$ cat config.mk
export PLATFORM = sky130hd
export DESIGN_NAME = edge_detector_db
export DESIGN_NICKNAME = d
export VERILOG_FILES = /design/src/rtl/edge_detector_db.sv
export SDC_FILE = /design/constraint.sdc
export NUM_CORES = 1
export LEC_CHECK = 0
export ABC_AREA = 0
export BUFFER_PORTS_ARGS = -buffer_cell sky130_fd_sc_hd__buf_2
export CAP_MARGIN = 10
export CORE_AREA = 4 4 41 43
export CTS_CLUSTER_DIAMETER = 50
export DETAILED_ROUTE_END_ITERATION = 8
export DIE_AREA = 0 0 45 47
export PLACE_DENSITY = 0.53
export SLEW_MARGIN = 10
export SYNTH_ARGS = -nofsm -noshare
export SYNTH_HDL_FRONTEND = slang
export SYNTH_SLANG_ARGS = --single-unit
$ cat constraint.sdc
create_clock -name iClk -period 2.65 [get_ports iClk]
set_input_delay 0.6625 -clock iClk [delete_from_list [all_inputs] [get_ports iClk]]
set_output_delay 0.6625 -clock iClk [all_outputs]
set_load 0.01 [all_outputs]
$ cat src/rtl/edge_detector_db.sv
// Synchronizes, debounces and edge-detects one raw asynchronous input; emits registered P/N/X pulses.
// Optional rejected-glitch counter (ovGlitches) is built when EDGE_DET_GLITCH_COUNT_EN is defined.
module edge_detector_db #(
    parameter int DB_CYCLES = 16,
    parameter int CNT_W     = 5
) (
    input  logic       iClk,
    input  logic       iReset,
    input  logic       iEntrada,
    input  logic       iEnable,
    output logic       oNivel,
    output logic       oFlancosP,
    output logic       oFlancosN,
`ifdef EDGE_DET_GLITCH_COUNT_EN
    output logic       oFlancosX,
    output logic [7:0] ovGlitches
`else
    output logic       oFlancosX
`endif
);

    typedef enum logic {
        ESTABLE   = 1'b0,
        VALIDANDO = 1'b1
    } state_t;

    state_t             state_q, state_d;
    logic [CNT_W-1:0]   cnt_q, cnt_d;
    logic               sync1_q, sync2_q;
    logic               nivel_q, nivel_d;
    logic               pos_q, neg_q, any_q;
    logic               commit;
    logic               glitch;
    logic               s_sync;

    assign s_sync = sync2_q;

    // Two-flop synchronizer runs regardless of iEnable.
    always_ff @(posedge iClk or negedge iReset) begin
        if (!iReset) begin
            sync1_q <= 1'b0;
            sync2_q <= 1'b0;
        end else begin
            sync1_q <= iEntrada;
            sync2_q <= sync1_q;
        end
    end

    always_ff @(posedge iClk or negedge iReset) begin
        if (!iReset) begin
            state_q <= ESTABLE;
            cnt_q   <= '0;
            nivel_q <= 1'b0;
            pos_q   <= 1'b0;
            neg_q   <= 1'b0;
            any_q   <= 1'b0;
        end else begin
            state_q <= state_d;
            cnt_q   <= cnt_d;
            nivel_q <= nivel_d;
            pos_q   <= commit & s_sync;
            neg_q   <= commit & ~s_sync;
            any_q   <= commit;
        end
    end

    always_comb begin
        state_d = state_q;
        cnt_d   = cnt_q;
        commit  = 1'b0;
        glitch  = 1'b0;
        case (state_q)
            ESTABLE: begin
                cnt_d = '0;
                if (iEnable && (s_sync != nivel_q)) begin
                    if (DB_CYCLES == 1) begin
                        commit = 1'b1;
                    end else begin
                        state_d = VALIDANDO;
                        cnt_d   = CNT_W'(1);
                    end
                end
            end
            VALIDANDO: begin
                if (!iEnable) begin
                    state_d = ESTABLE;
                    cnt_d   = '0;
                end else if (s_sync == nivel_q) begin
                    state_d = ESTABLE;
                    cnt_d   = '0;
                    glitch  = 1'b1;
                end else if (cnt_q == CNT_W'(DB_CYCLES - 1)) begin
                    commit = 1'b1;
                end else begin
                    cnt_d = cnt_q + CNT_W'(1);
                end
            end
            default: begin
                state_d = ESTABLE;
                cnt_d   = '0;
            end
        endcase
        // A commit always lands back in ESTABLE with the new level.
        if (commit) begin
            state_d = ESTABLE;
            cnt_d   = '0;
        end
    end

    assign nivel_d = commit ? s_sync : nivel_q;

    assign oNivel    = nivel_q;
    assign oFlancosP = pos_q;
    assign oFlancosN = neg_q;
    assign oFlancosX = any_q;

`ifdef EDGE_DET_GLITCH_COUNT_EN
    logic [7:0] glitches_q;

    // Saturating count of rejected glitches; enable aborts are not counted.
    always_ff @(posedge iClk or negedge iReset) begin
        if (!iReset) begin
            glitches_q <= 8'd0;
        end else if (glitch && (glitches_q != 8'hFF)) begin
            glitches_q <= glitches_q + 8'd1;
        end
    end

    assign ovGlitches = glitches_q;
`else
    logic unused_glitch;
    assign unused_glitch = glitch;
`endif

endmodule
* Word level (Yosys, flattened, before mapping) *
Cells that the tools add are included.

cells by class
  $add $sub $neg = 1
  equal/unequal tests = 4
  multiplexer cells = 15
  bitwise operators = 4
  reduce and logical (&&, ||, !) cells = 1

operators with widths
  cell                 count
  $mux 5               4
  $pmux 5 s2           1
  $mux 1               9
  $add 5x1->5 const B  1
  $eq 5x4->1 const B   1
  $ne 5x5->1 const B   1
  $and 1x1->1          2
  $not 1->1            2
  $pmux 1 s2           1
  $eq 1x1->1           1
  $logic_and 1x1->1    1
  $ne 1x1->1           1

storage, ports and cells
  register bits after elaboration = 12
  input bits = 4
  output and inout bits = 4
  logic and storage cells = 33

* Logic depth before layout (Yosys ltp) *
  word-level depth = 6
  mapped depth = 6
  depth with buffers taken out = 6

* Worst setup path before layout *
OpenSTA, ideal clock, no wires.

  path type = register to register
  start = register cnt_q[0]
  end = register pos_q, in the netlist oFlancosP
  library setup time = 119 ps
  arrival time = 1377 ps
  required time = 2531 ps
  setup slack = 1154 ps
  stages on the path, launching flop included = 7
  path buffers = 0
  period minus slack after synthesis = 1496 ps
  cells stage by stage = dfrtp_1 -> ha_1 -> and3_1 -> ha_1 -> nand3_1 -> and2b_4 -> and2_1

between the ends
  word-level cells in the longest chain between the ends = 6

ends and longest elaborated chain
  item                    line  RTL
  start, declared         28    logic [CNT_W-1:0] cnt_q, cnt_d;
  start signal, assigned  59    cnt_q <= cnt_d;
  $eq 5x4->1              92    end else if (cnt_q == CNT_W'(DB_CYCLES - 1)) begin
  $mux 1                  92
  $mux 1                  88    end else if (s_sync == nivel_q) begin
  $mux 1                  85    if (!iEnable) begin
  $mux 1                  72    case (state_q)
  net commit              32    logic commit;
  $and 1x1->1             61    pos_q <= commit & s_sync;
  end signal, assigned    61
  end, declared           31    logic pos_q, neg_q, any_q;

The timed path passes the listed nets, and every way through them passes these cells.
A chain may end at the register's enable or synchronous reset.

* Worst setup path after layout *
Ends and elaborated chain as after synthesis.

==> impl_metrics.py <==
metrics = {
    "place": {
        "dp_slack_ns": 1.02,
        "hpwl_um": 522,
        "portBuffers": 7,
        "place.gp.congestion": 0.634,
        "dp.cells": 56,
    },
    "clocking": {
        "cts_tree": "done",
        "htreeDepth": 1,
        "cts-root-buf": "clkbuf_4",
        "postCtsHoldBufs": 0,
        "cts_buffer_depth": 2,
        "cts.clk_slew.worst_paths_ns": 0.07,
        "cts_buffers": 3,
        "cts_sinks": 12,
        "clkLatencyLatePin_ns": 0.26,
        "postCtsSetupBuffers": 0,
        "cts_resized": 0,
    },
    "flow_run": {
        "maxCapViolCount": 0,
    },
    "synth": {
        "ys_types": 16,
        "ys_warn_count": 0,
        "syn-cell-area_um2": 468,
        "postSynthAreaPerCell_um2": 13.8,
        "synth-seq-cells": 12,
        "ys_seq_area_frac": 0.642,
        "synth_nets": 40,
        "syn-instance-count": 34,
    },
    "sta": {
        "drv_slew": 0,
        "finalSetupViolations": 0,
        "clock.fmax_mhz": 614,
        "tightestPinTransition_ns": 0.254,
        "rsz0062_at_grt": "false",
        "fin_ws_ns": 1.02,
        "finClkSkew_ns": 0.000455,
        "hold_violations": 0,
        "slew_headroom": 0.830,
        "min_period_ns": 1.63,
        "fin_tns_setup_ns": 0,
        "finalCritPeriodShare": 0.614,
    },
    "setup_path": {
        "timing.rr.start": "cnt_q[0]$_DFFE_PN0P_",
        "worstSetupStartpoint": "cnt_q[0]$_DFFE_PN0P_",
        "cp_cell_sequence": "ha_1, and3_1, ha_1, nand3_1, and2b_4, and2_1",
        "max_stage_delay_ns": 0.40,
        "cpMostUsedCell": "ha_1",
        "cp_max_fo": 3,
        "slowest_stage": "dfrtp_1",
        "start_kind": "flip-flop",
        "cp_data_required_time_ns": 2.81,
        "path_delay_family": "simple AND/OR/NAND/NOR gates",
        "path_class": "flip-flop to flip-flop",
        "end_kind": "flip-flop",
        "worstPathArrival_ns": 1.78,
        "path_buf_inv": 0,
    },
    "die": {
        "fp.dieH_um": 47,
        "die_area_um2": 2120,
        "row_count": 13,
        "coreArea_um2": 1300,
        "num_io_pins": 8,
        "die_w_um": 45,
        "start_util": 0.360,
    },
    "finish": {
        "drive_gt1_frac": 0.356,
        "mostFrequentLayoutCells": "12 x dfrtp_1, 7 x buf_2, 4 x nor2_1, 3 x clkbuf_4",
        "area_delta_synth_final_pct": 19.3,
        "final_common_cell": "dfrtp_1",
        "fin_cells": 60,
        "final_nets": 52,
        "diodes": 0,
        "fillers": 126,
    },
    "route": {
        "drc": 0,
        "viasPerCell": 4.53,
        "ant_nets": 0,
        "dr.pass1.iters": 2,
        "routed_wirelength_um": 657,
        "drtIter0Drc": 2,
        "wl_per_cell_um": 11.0,
        "vias": 272,
    },
    "outcome": {
        "outcome": "completed",
    },
    "global_routing": {
        "grt_overflow": 0,
        "grt_pass1_wl_mm": 1.15,
        "grt_pass1_vias": 284,
        "track_usage": 0.0822,
        "grt_max_degree": 13,
        "antenna_found_initial": 0,
    },
    "pwr": {
        "power_density_nw_per_um2": 610,
        "power_leakage_nw": 0.298,
        "irDropWorstVdd_mv": 0.256,
    },
    "min_path": {
        "hold_path_class": "input port to asynchronous set/reset pin",
    },
}
==> cell usage after synthesis <==
| cell | n | share of area |
|---|---|---|
| and2_1 | 1 | 0.013 |
| and2b_1 | 1 | 0.016 |
| and2b_4 | 1 | 0.021 |
| and3_1 | 1 | 0.013 |
| and3_2 | 2 | 0.032 |
| dfrtp_1 | 12 | 0.64 |
| ha_1 | 2 | 0.053 |
| inv_1 | 2 | 0.016 |
| mux2_1 | 1 | 0.024 |
| nand3_1 | 2 | 0.021 |
| nand4b_2 | 1 | 0.032 |
| nor2_1 | 4 | 0.032 |
| o21ai_0 | 1 | 0.011 |
| xnor2_1 | 1 | 0.019 |
| xor2_1 | 1 | 0.019 |
| xor2_2 | 1 | 0.035 |
==> cell families after synthesis <==
family          after synthesis  synth area share
xor+xnor                      3            0.0722
simple gates                 13             0.182
fa+ha+maj                     2            0.0535
mux                           1            0.0241
buf+inv                       2            0.0160
compound gates                1            0.0107
flops                        12             0.642
==> metrics by stage <==
step	instance area, um2	power, mW	util	hold WS [ns]
2_1_floorplan	468	0.196	-	0.331
3_3_place_gp	522	0.203	0.401	0.343
3_5_place_dp	522	0.204	0.401	0.336
4_1_cts	558	0.346	0.429	0.253
5_1_grt	558	0.359	0.429	0.256
6_report	558	0.340	0.429	0.255
==> final cells by class <==
class	instances	area (um2)	share of cell area
clock buffer	4	36.3	0.0650
timing repair buffer	7	35.0	0.0628
tap	15	18.8	0.0336
inverter	2	7.51	0.0135
multi-input combinational	20	160	0.287
sequential	12	300	0.538
==> per-layer routing <==
layer	vias up	wire [um]	GRT usage
li1	133	-	-
met1	135	264	0.0675
met2	4	369	0.150
met3	0	23	0.0345
met4	0	0	0.0702
met5	-	0	0
==> final timing paths <==
| kind | depth (start not counted) | slack [ns] | endpoint |
|---|---|---|---|
| max in group asynchronous | 1 | 2.19 | cnt_q[2]$_DFFE_PN0P_ |
| worst min register to register | 0 | 0.36 | s_sync$_DFF_PN0_ |
| min in group iClk | 0 | 0.36 | s_sync$_DFF_PN0_ |
| worst max register to register | 6 | 1.02 | oFlancosP$_DFF_PN0_ |
| worst min-delay path | 1 | 0.25 | oNivel$_DFFE_PN0N_ |
| worst max-delay path | 6 | 1.02 | oFlancosP$_DFF_PN0_ |
==> report_power, final <==
part | total, mW | internal [mW] | switching [mW]
sequential | 0.189 | 0.186 | 0.00283
clock | 0.140 | 0.0834 | 0.0570
combinational | 0.0107 | 0.00422 | 0.00649
==> registers in the layout, summed over array words and instances, names as in the netlist <==
name	flops
s_sync	1
oFlancosN	1
sync1_q	1
oNivel	1
oFlancosX	1
oFlancosP	1
cnt_q	5
state_q	1
No activity file was read; power rests on OpenSTA's default activity.
